**src/rtl/sseg_pkg.sv**
```systemverilog
// Shared constants and types for the eight-digit seven-segment scan controller.
package sseg_pkg;

    localparam int         NUM_DIGITS = 8;
    localparam logic [7:0] BLANK      = 8'hFF;

    typedef logic [2:0] digit_idx_t;

    typedef struct packed {
        logic [31:0] hex;
        logic [7:0]  dp;
        logic [7:0]  en;
    } disp_data_t;

endpackage

```
**src/rtl/sseg_scan_ctrl_dec.sv**
```systemverilog
// Hex nibble to active-low segment decoder, output {dp,g,f,e,d,c,b,a}.
module sseg_scan_ctrl_dec (
    input  logic [3:0] nibble,
    input  logic       dp_n,
    output logic [7:0] seg
);

    logic [6:0] seg_lo;

    always_comb begin
        // NOTE: every combinational output gets a default first so no path can infer a latch.
        seg_lo = 7'h7F;
        case (nibble)
            4'h0: seg_lo = 7'h40;
            4'h1: seg_lo = 7'h79;
            4'h2: seg_lo = 7'h24;
            4'h3: seg_lo = 7'h30;
            4'h4: seg_lo = 7'h19;
            4'h5: seg_lo = 7'h12;
            4'h6: seg_lo = 7'h02;
            4'h7: seg_lo = 7'h78;
            4'h8: seg_lo = 7'h00;
            4'h9: seg_lo = 7'h10;
            4'hA: seg_lo = 7'h08;
            4'hB: seg_lo = 7'h03;
            4'hC: seg_lo = 7'h46;
            4'hD: seg_lo = 7'h21;
            4'hE: seg_lo = 7'h06;
            4'hF: seg_lo = 7'h0E;
            default: seg_lo = 7'h7F;
        endcase
    end

    assign seg = {dp_n, seg_lo};

endmodule

```
**src/rtl/sseg_scan_ctrl.sv**
```systemverilog
// Multiplexed 8-digit seven-segment scanner with frame-synchronous, tear-free updates.
// Optional PWM dimming is enabled by defining SSEG_DIM_EN (adds the brightness input).
module sseg_scan_ctrl
    import sseg_pkg::*;
#(
    parameter int DIV = 100000
) (
    input  logic        clk,
    input  logic        reset,
    input  logic        wr,
    input  logic [31:0] hex_in,
    input  logic [7:0]  dp_in,
    input  logic [7:0]  digit_en,
`ifdef SSEG_DIM_EN
    input  logic [3:0]  brightness,
`endif
    output logic [7:0]  an,
    output logic [7:0]  sseg,
    output logic        frame_tick,
    output logic        upd_pending
);

    localparam int                 CNT_W    = $clog2(DIV);
    localparam logic [CNT_W-1:0]   CNT_LAST = CNT_W'(DIV - 1);
    localparam digit_idx_t         IDX_LAST = digit_idx_t'(NUM_DIGITS - 1);

    logic [CNT_W-1:0] cnt_q, cnt_d;
    digit_idx_t       idx_q, idx_d;
    disp_data_t       pend_q, pend_d;
    disp_data_t       act_q, act_d;
    logic             upd_q, upd_d;
    logic [7:0]       an_q, an_d;
    logic [7:0]       sseg_q, sseg_d;

    logic             slot_wrap;
    logic             frame_end;
    logic             lit;
    logic             dig_en;
    logic [7:0]       dec_seg;
    disp_data_t       wr_data;

    assign wr_data   = '{hex: hex_in, dp: dp_in, en: digit_en};
    assign slot_wrap = (cnt_q == CNT_LAST);
    assign frame_end = slot_wrap && (idx_q == IDX_LAST);

    always_comb begin
        cnt_d  = slot_wrap ? '0 : cnt_q + CNT_W'(1);
        idx_d  = slot_wrap ? idx_q + digit_idx_t'(1) : idx_q;
        pend_d = pend_q;
        act_d  = act_q;
        upd_d  = upd_q;
        // Active data only moves on the frame boundary; a coincident write bypasses pending.
        if (frame_end) begin
            if (wr) begin
                act_d = wr_data;
            end else if (upd_q) begin
                act_d = pend_q;
            end
            upd_d = 1'b0;
        end else if (wr) begin
            pend_d = wr_data;
            upd_d  = 1'b1;
        end
    end

`ifdef SSEG_DIM_EN
    localparam int SUB   = DIV / 16;
    localparam int SUB_W = (SUB > 1) ? $clog2(SUB) : 1;
    localparam logic [SUB_W-1:0] SUB_LAST = SUB_W'(SUB - 1);

    // phase_q tracks cnt/(DIV/16) incrementally, avoiding a divider.
    logic [SUB_W-1:0] sub_q;
    logic [3:0]       phase_q;

    always_ff @(posedge clk or posedge reset) begin
        if (reset) begin
            sub_q   <= '0;
            phase_q <= '0;
        end else if (slot_wrap) begin
            sub_q   <= '0;
            phase_q <= '0;
        end else if (sub_q == SUB_LAST) begin
            sub_q   <= '0;
            phase_q <= phase_q + 4'd1;
        end else begin
            sub_q   <= sub_q + SUB_W'(1);
        end
    end

    assign lit = (phase_q <= brightness);
`else
    assign lit = 1'b1;
`endif

    assign dig_en = act_q.en[idx_q];

    sseg_scan_ctrl_dec u_dec (
        .nibble (act_q.hex[idx_q*4 +: 4]),
        .dp_n   (~act_q.dp[idx_q]),
        .seg    (dec_seg)
    );

    always_comb begin
        an_d   = BLANK;
        sseg_d = BLANK;
        if (dig_en) begin
            sseg_d = dec_seg;
            if (lit) begin
                an_d = ~(8'b1 << idx_q);
            end
        end
    end

    always_ff @(posedge clk or posedge reset) begin
        if (reset) begin
            cnt_q  <= '0;
            idx_q  <= '0;
            pend_q <= '0;
            act_q  <= '0;
            upd_q  <= 1'b0;
            an_q   <= BLANK;
            sseg_q <= BLANK;
        end else begin
            // NOTE: state registers use non-blocking assignment so every flop samples pre-edge values.
            cnt_q  <= cnt_d;
            idx_q  <= idx_d;
            pend_q <= pend_d;
            act_q  <= act_d;
            upd_q  <= upd_d;
            an_q   <= an_d;
            sseg_q <= sseg_d;
        end
    end

    assign an          = an_q;
    assign sseg        = sseg_q;
    assign frame_tick  = frame_end;
    assign upd_pending = upd_q;

endmodule
```
**config.mk**
```make
export PLATFORM = sky130hd
export DESIGN_NAME = sseg_scan_ctrl
export DESIGN_NICKNAME = d
export VERILOG_FILES = /design/src/rtl/sseg_pkg.sv /design/src/rtl/sseg_scan_ctrl_dec.sv /design/src/rtl/sseg_scan_ctrl.sv
export SDC_FILE = /design/constraint.sdc
export NUM_CORES = 1
export LEC_CHECK = 0
export BUFFER_PORTS_ARGS = -buffer_cell sky130_fd_sc_hd__buf_2
export CORE_ASPECT_RATIO = 0.75
export CORE_MARGIN = 4
export CORE_UTILIZATION = 30
export CTS_CLUSTER_SIZE = 14
export DETAILED_ROUTE_END_ITERATION = 10
export HOLD_SLACK_MARGIN = 0.03
export MAX_ROUTING_LAYER = met4
export PLACE_DENSITY = 0.43
export SLEW_MARGIN = 20
export SYNTH_ARGS = -nofsm -noshare
export SYNTH_HDL_FRONTEND = slang
export SYNTH_SLANG_ARGS = --single-unit
export TNS_END_PERCENT = 1
```
**constraint.sdc**
```tcl
create_clock -name clk -period 10 [get_ports clk]
set_input_delay 1 -clock clk [delete_from_list [all_inputs] [get_ports clk]]
set_output_delay 1 -clock clk [all_outputs]
set_load 0.1 [all_outputs]
```
==> insert_results.sql, run 1 <==
INSERT INTO impl_metrics (metric_group, metric, value, unit) VALUES
('global_routing', 'grt_overflow', '0', ''),
('placed_design', 'numPortBuffers', '68', ''),
('timing', 'highest_achievable_clock_rate', '311', 'MHz'),
('timing', 'unrepaired_setup_endpoints_after_global_routing', 'no', ''),
('status', 'outcome', 'finished clean', ''),
('logic_synthesis', 'async_flop_share', '100', '%'),
('cts', 'total_cts_buffers', '17', ''),
('floorplanning', 'floorplan.die.height', '132', 'um'),
('routing', 'detail-route-antenna-nets', '0', ''),
('worst_hold_path', 'hold_path_class', 'flop to flop', ''),
('global_routing', 'grt_first_pass_wirelength', '22.5', 'mm'),
('floorplanning', 'core_area', '20200', 'um^2'),
('cts', 'cts_resized', '0', ''),
('worst_setup_path', 'cp.arrival', '2220', 'ps'),
('logic_synthesis', 'post_synthesis_instance_total', '514', ''),
('logic_synthesis', 'synth.net_count', '578', ''),
('cells_and_area', 'post_route_cells_drive_above_1_share', '30.3', '%'),
('logic_synthesis', 'synth.area.top_cells', 'dfrtp_1 (47%), mux2i_1 (9.2%), mux2_2 (7.8%)', ''),
('cells_and_area', 'instances_no_fill', '848', ''),
('power', 'cellLeakagePower', '3.28', 'nW'),
('placed_design', 'numPlacedInstances', '817', ''),
('worst_setup_path', 'critical_path.max_fanout', '19', ''),
('cts', 'cts_tree', 'done', ''),
('logic_synthesis', 'synth.cell_area', '6180', 'um^2'),
('placed_design', 'gp_congestion', '0.806', ''),
('floorplanning', 'initial_core_util', '30.6', '%'),
('logic_synthesis', 'syn-mean-instance-area', '12.0', 'um^2'),
('worst_setup_path', 'crit_path_end', 'frame_tick', ''),
('logic_synthesis', 'synthTopCellsByCount', 'dfrtp_1 (117), nand2_1 (77), mux2i_1 (57)', ''),
('floorplanning', 'floorplan.die_area', '23000', 'um^2'),
('worst_setup_path', 'worst_r2r_endpoint', 'sseg[0]$_DFF_PP1_', ''),
('floorplanning', 'std_cell_rows', '45', ''),
('worst_setup_path', 'critical_path_class', 'flop to primary output', ''),
('worst_setup_path', 'crit_path_start', 'idx_q[1]$_DFFE_PP0N_', ''),
('worst_setup_path', 'end_kind', 'primary output', ''),
('worst_setup_path', 'startpoint_type', 'flop', ''),
('routing', 'postRouteWirelength', '13.2', 'mm'),
('timing', 'skew', '8.48', 'ps'),
('logic_synthesis', 'synth_edf_count', '0', ''),
('logic_synthesis', 'ys_ff_latch', '133', ''),
('worst_hold_path', 'hold_depth', '2', ''),
('cts', 'post_cts_setup_bufs', '0', ''),
('worst_setup_path', 'reg2reg_depth', '6', ''),
('routing', 'num_vias', '3900', ''),
('timing', 'totalNegativeSetupSlack', '0', 'ps'),
('routing', 'via_density', '4.60', ''),
('logic_synthesis', 'netlist-cell-type-count', '43', ''),
('placed_design', 'dpl.hpwl', '8.89', 'mm'),
('global_routing', 'number_of_global_route_vias_before_repair', '4187', ''),
('floorplanning', 'floorplan.io_pins', '69', ''),
('cells_and_area', 'num-nets-final', '642', ''),
('routing', 'wl_per_cell', '15.6', 'um'),
('worst_setup_path', 'reg2reg_launch_point', 'idx_q[0]$_DFFE_PP0N_', ''),
('cts', 'hold_buffers', '0', ''),
('floorplanning', 'floorplan.die.width', '174', 'um'),
('cells_and_area', 'n_antenna_cell', '0', ''),
('timing', 'final-setup-viol-count', '0', ''),
('global_routing', 'grt_max_degree', '97', ''),
('cts', 'ctsHtreeMaxLevel', '4', ''),
('cts', 'clkTransAtPathRegs', '60', 'ps'),
('cts', 'cts-root-to-sink-buffers', '2', ''),
('routing', 'first_pass_iters', '4', ''),
('routing', 'route.detailed.drc', '0', ''),
('power', 'p_per_area', '183', 'nW/um^2'),
('flow_run', 'max_cap_viol_count', '0', ''),
('global_routing', 'global_route.usage.total', '12.8', '%'),
('timing', 'maxSlewViolCount', '0', ''),
('worst_setup_path', 'reg2reg_setup_slack', '7380', 'ps'),
('routing', 'drt_iter0_drc', '166', ''),
('logic_synthesis', 'ys.flop_type', 'dfrtp_1', ''),
('timing', 'timing_worst_slew_pin_value', '1060', 'ps');
-- kinds of logic after synthesis --
family,after synthesis,share of synthesized area (%)
AOI/OAI and AO/OA,65,5.86
xor gates and xnor gates,16,2.27
adders and majority gates,13,2.63
buffers and inverters,40,3.67
DFF,133,54.2
muxes,119,22.2
and+or+nand+nor,128,9.18
-- layout by cell type (no fill, tap or decap), types with 13 or more instances in the layout --
master / n
dfstp_2: 16
mux2_2: 43
dfrtp_1: 117
mux2i_1: 57
ha_1: 13
o21ai_1: 40
clkbuf_16: 17
nor2_1: 20
nand2_1: 77
buf_2: 68
-- worst max-delay path, cell delays in order (launching register included) --
cell and delay, ps:
dfrtp_1 320, buf_4 280, ha_1 230, ha_1 170, inv_1 70, nor3_2 240
buf_2 470
-- flip-flops by register name, summed over array words and instances, names as in the netlist --
signal / flops
act_q: 48
pend_q: 48
cnt_q: 17
an: 8
sseg: 8
idx_q: 3
upd_pending: 1
-- stage by stage --
stage	util, %	cell area (um^2)	hold WS [ps]	total power (W)	setup WS (ps)
finish	36.3	7330	479	0.00134	6780
global route	36.3	7330	498	0.00140	6570
CTS	36.3	7330	484	0.00136	6690
detailed placement	33.2	6710	470	0.000695	6560
global placement	33.2	6710	460	0.000692	6600
floorplan	-	6180	445	0.000661	5470
-- worst min path at each step --
stage,startpoint,end
finish,act_q[40]$_DFFE_PP0P_,act_q[40]$_DFFE_PP0P_
global placement,act_q[29]$_DFFE_PP0P_,act_q[29]$_DFFE_PP0P_
CTS,act_q[40]$_DFFE_PP0P_,act_q[40]$_DFFE_PP0P_
global route,act_q[28]$_DFFE_PP0P_,act_q[28]$_DFFE_PP0P_
floorplan,act_q[27]$_DFFE_PP0P_,act_q[27]$_DFFE_PP0P_
detailed placement,act_q[40]$_DFFE_PP0P_,act_q[40]$_DFFE_PP0P_
-- power breakdown --
group / internal [W] / leakage (nW) / switching, W
Sequential: 0.000568 / 1.65 / 0.0000126
Combinational: 0.0000439 / 1.34 / 0.0000579
Clock: 0.000423 / 0.299 / 0.000236
Total: 0.00103 / 3.28 / 0.000307
-- area by class of cell --
class	count	area [um^2]	area share, %
clock inverter	12	180	2.46
timing repair buffer	74	385	5.26
sequential	133	3350	45.7
tap	258	323	4.40
multi-input combinational	341	2610	35.5
inverter	11	43.8	0.598
clock buffer	19	443	6.04
-- layer usage --
metal / share of wire [%] / track usage [%]
met1: 50 / 17.1
met2: 45 / 18.9
met3: 4.0 / 3.44
met4: 0.94 / 4.26
met5: 0 / -
Power figures use the tool's default switching activity.
==> run 2, diff against run 1 <==
--- a/config.mk
+++ b/config.mk
@@ -13,7 +13,7 @@
 export DETAILED_ROUTE_END_ITERATION = 10
 export HOLD_SLACK_MARGIN = 0.03
 export MAX_ROUTING_LAYER = met4
-export PLACE_DENSITY = 0.43
+export PLACE_DENSITY = 0.45
 export SLEW_MARGIN = 20
 export SYNTH_ARGS = -nofsm -noshare
 export SYNTH_HDL_FRONTEND = slang
==> constraint.sdc (replaced) <==
create_clock -name clk -period 2.95 [get_ports clk]
set_input_delay 0.295 -clock clk [delete_from_list [all_inputs] [get_ports clk]]
set_output_delay 0.295 -clock clk [all_outputs]
set_load 0.1 [all_outputs]
==> run 2 against run 1 <==
Via count grew 0.31%; total power rose to 3.4 times the previous value; critical endpoint unchanged; count of clock-buffer cells in the layout up 1; first-iteration DRC count is 13% lower; sequential share of layout area is 0.69 points lower.
==> insert_results.sql, run 2 (synthesized netlist as in run 1, its figures left out) <==
INSERT INTO impl_metrics (metric_group, metric, value, unit) VALUES
('status', 'outcome', 'finished clean', ''),
('cts', 'total_cts_buffers', '17', ''),
('worst_setup_path', 'reg2reg_setup_slack', '540', 'ps'),
('timing', 'skew', '9.85', 'ps'),
('cts', 'cts_tree', 'done', ''),
('worst_hold_path', 'whs_endpoint', 'pend_q[1]$_DFFE_PP0P_', ''),
('placed_design', 'gp_congestion', '0.817', ''),
('floorplanning', 'floorplan.die.width', '174', 'um'),
('worst_setup_path', 'worst_r2r_endpoint', 'act_q[8]$_DFFE_PP0P_', ''),
('worst_setup_path', 'reg2reg_launch_point', 'idx_q[1]$_DFFE_PP0N_', ''),
('cells_and_area', 'post_route_cells_drive_above_1_share', '30.8', '%'),
('routing', 'postRouteWirelength', '13.0', 'mm'),
('worst_setup_path', 'reg2reg_depth', '7', ''),
('power', 'irDropWorstVdd', '0.000362', 'V'),
('timing', 'timing_worst_slew_pin_value', '842', 'ps'),
('placed_design', 'numPlacedInstances', '822', ''),
('power', 'cellLeakagePower', '3.34', 'nW'),
('routing', 'drt_iter0_drc', '145', ''),
('cells_and_area', 'flow.area_growth_from_synthesis', '20.5', '%'),
('worst_hold_path', 'hold_path_class', 'input pin to flop', ''),
('global_routing', 'grt_antenna_before_repair', '0', ''),
('floorplanning', 'core_area', '20200', 'um^2'),
('cells_and_area', 'num-nets-final', '648', ''),
('timing', 'worst_slew_margin_rel', '43.9', '%'),
('cells_and_area', 'layout_common_cells', 'dfrtp_1 (117), nand2_1 (77), buf_2 (68), mux2i_1 (57), mux2_2 (43)', ''),
('worst_setup_path', 'end_kind', 'primary output', ''),
('global_routing', 'number_of_global_route_vias_before_repair', '4122', ''),
('timing', 'final-setup-viol-count', '0', ''),
('routing', 'num_vias', '3912', ''),
('cts', 'cts_sinks', '133', ''),
('worst_setup_path', 'cp.arrival', '2220', 'ps'),
('cts', 'cts-root-to-sink-buffers', '2', ''),
('worst_hold_path', 'launch_point_of_the_worst_hold_path', 'digit_en[1]', ''),
('power', 'p_comb_share', '7.8', '%'),
('floorplanning', 'initial_core_util', '30.6', '%'),
('floorplanning', 'std_cell_rows', '45', ''),
('routing', 'route.detailed.drc', '0', ''),
('worst_setup_path', 'startpoint_type', 'flop', ''),
('global_routing', 'grt_max_degree', '97', ''),
('timing', 'period_share', '85.3', '%'),
('worst_setup_path', 'critical_path_class', 'flop to primary output', ''),
('global_routing', 'global_route.usage.total', '12.3', '%'),
('placed_design', 'dpl.hpwl', '9.23', 'mm'),
('timing', 'finalWorstPathRequiredPeriod', '2520', 'ps'),
('power', 'total_switching_power', '0.00104', 'W'),
('worst_hold_path', 'hold_depth', '2', ''),
('timing', 'totalNegativeSetupSlack', '0', 'ps'),
('routing', 'first_pass_iters', '4', ''),
('worst_setup_path', 'critical-path-top-cell-by-count', 'ha_1', ''),
('flow_run', 'max_cap_viol_count', '0', ''),
('cts', 'post_cts_setup_bufs', '0', ''),
('global_routing', 'grt_first_pass_wirelength', '21.8', 'mm'),
('floorplanning', 'floorplan.io_pins', '69', ''),
('power', 'p_per_area', '613', 'nW/um^2'),
('timing', 'maxSlewViolCount', '0', ''),
('floorplanning', 'floorplan.die.height', '132', 'um'),
('worst_setup_path', 'critical_path.cell_chain', 'ha_1 > ha_1 > inv_1 > nor3_2 > buf_2', ''),
('cells_and_area', 'nFillCells', '1966', ''),
('worst_setup_path', 'crit_path_top_delay_cell', 'dfrtp_1', ''),
('power', 'sw_frac_of_total', '22.8', '%'),
('power', 'p_int', '0.00352', 'W'),
('cts', 'clkTransAtPathRegs', '60', 'ps'),
('timing', 'timing_hold_violations_final', '0', ''),
('cts', 'clockRootBuffer', 'clkbuf_16', ''),
('routing', 'wl_per_cell', '15.2', 'um'),
('global_routing', 'grt_overflow', '0', ''),
('timing', 'highest_achievable_clock_rate', '397', 'MHz'),
('timing', 'unrepaired_setup_endpoints_after_global_routing', 'no', ''),
('cells_and_area', 'largestRegisters', 'act_q (48), pend_q (48), cnt_q (17)', ''),
('worst_setup_path', 'required', '2650', 'ps'),
('floorplanning', 'floorplan.die_area', '23000', 'um^2'),
('placed_design', 'numPortBuffers', '68', ''),
('routing', 'detail-route-antenna-nets', '0', ''),
('cells_and_area', 'instances_no_fill', '855', ''),
('cells_and_area', 'n_antenna_cell', '0', ''),
('cts', 'worstSkewPairLatency', '420', 'ps'),
('worst_setup_path', 'critical_path.max_fanout', '9', ''),
('cts', 'ctsHtreeMaxLevel', '4', ''),
('power', 'share_clk_of_total_power', '49.0', '%'),
('worst_setup_path', 'critical_path.max_stage_delay', '600', 'ps'),
('power', 'p_seq_share', '43.2', '%'),
('routing', 'via_density', '4.58', ''),
('cells_and_area', 'layout.cells.most_common', 'dfrtp_1', '');
[run 2: power by group through the flow]
| stage | sequential, W | clock [W] | combinational, W |
|---|---|---|---|
| floorplan | 0.00202 | 0 | 0.000220 |
| global placement | 0.00200 | 0 | 0.000359 |
| detailed placement | 0.00200 | 0 | 0.000367 |
| CTS | 0.00197 | 0.00229 | 0.000369 |
| global route | 0.00198 | 0.00236 | 0.000401 |
| finish | 0.00197 | 0.00224 | 0.000357 |
[run 2: area by class of cell]
cell class              instances  area (um^2)  share of cell area [%]
clock buffers                  20          447                    6.00
clock inverters                12          178                    2.39
inverters                      11         45.0                   0.605
multi-input cells             341         2610                    35.0
flip-flops and latches        133         3350                    45.0
well taps                     258          323                    4.34
repair buffers                 80          495                    6.66
[run 2: worst max path at each step]
stage / startpoint / end / slack [ps]
after detailed placement: idx_q[1]$_DFFE_PP0N_ / act_q[28]$_DFFE_PP0P_ / 510
after global routing: idx_q[1]$_DFFE_PP0N_ / frame_tick / 260
final: idx_q[1]$_DFFE_PP0N_ / frame_tick / 430
after CTS: idx_q[1]$_DFFE_PP0N_ / frame_tick / 360
after global placement: idx_q[1]$_DFFE_PP0N_ / act_q[28]$_DFFE_PP0P_ / 560
after floorplan: cnt_q[0]$_DFF_PP0_ / pend_q[2]$_DFFE_PP0P_ / -240
[run 2: what timing repair did]
action                                 CTS  global route
endpoints found under the hold margin   19             0
resized for setup                        0             0
hold buffers                             1             0
[run 2: routing by layer]
layer / track usage (%) / routed length (um) / vias up
met3: 3.18 / 383 / 13
met2: 17.2 / 5560 / 60
met1: 17.3 / 6880 / 1904
met5: - / 0 / -
met4: 4.35 / 191 / 0
li1: - / - / 1935
[run 2: critical path: cells and delay by family, from the launching register on]
| family | cells | cell delay (ps) |
|---|---|---|
| adders and majority gates | 2 | 440 |
| buffers and inverters | 2 | 540 |
| DFF | 1 | 600 |
| and+or+nand+nor | 1 | 220 |
[run 2: through the flow]
stage	instance area (um^2)	power, W	worst slack (ps)	util [%]	hold WS [ps]
floorplan	6180	0.00224	-236	-	427
global placement	6810	0.00236	561	33.7	367
detailed placement	6810	0.00237	511	33.7	370
CTS	7440	0.00463	357	36.8	84.6
global route	7440	0.00475	260	36.8	100
finish	7440	0.00456	434	36.8	105
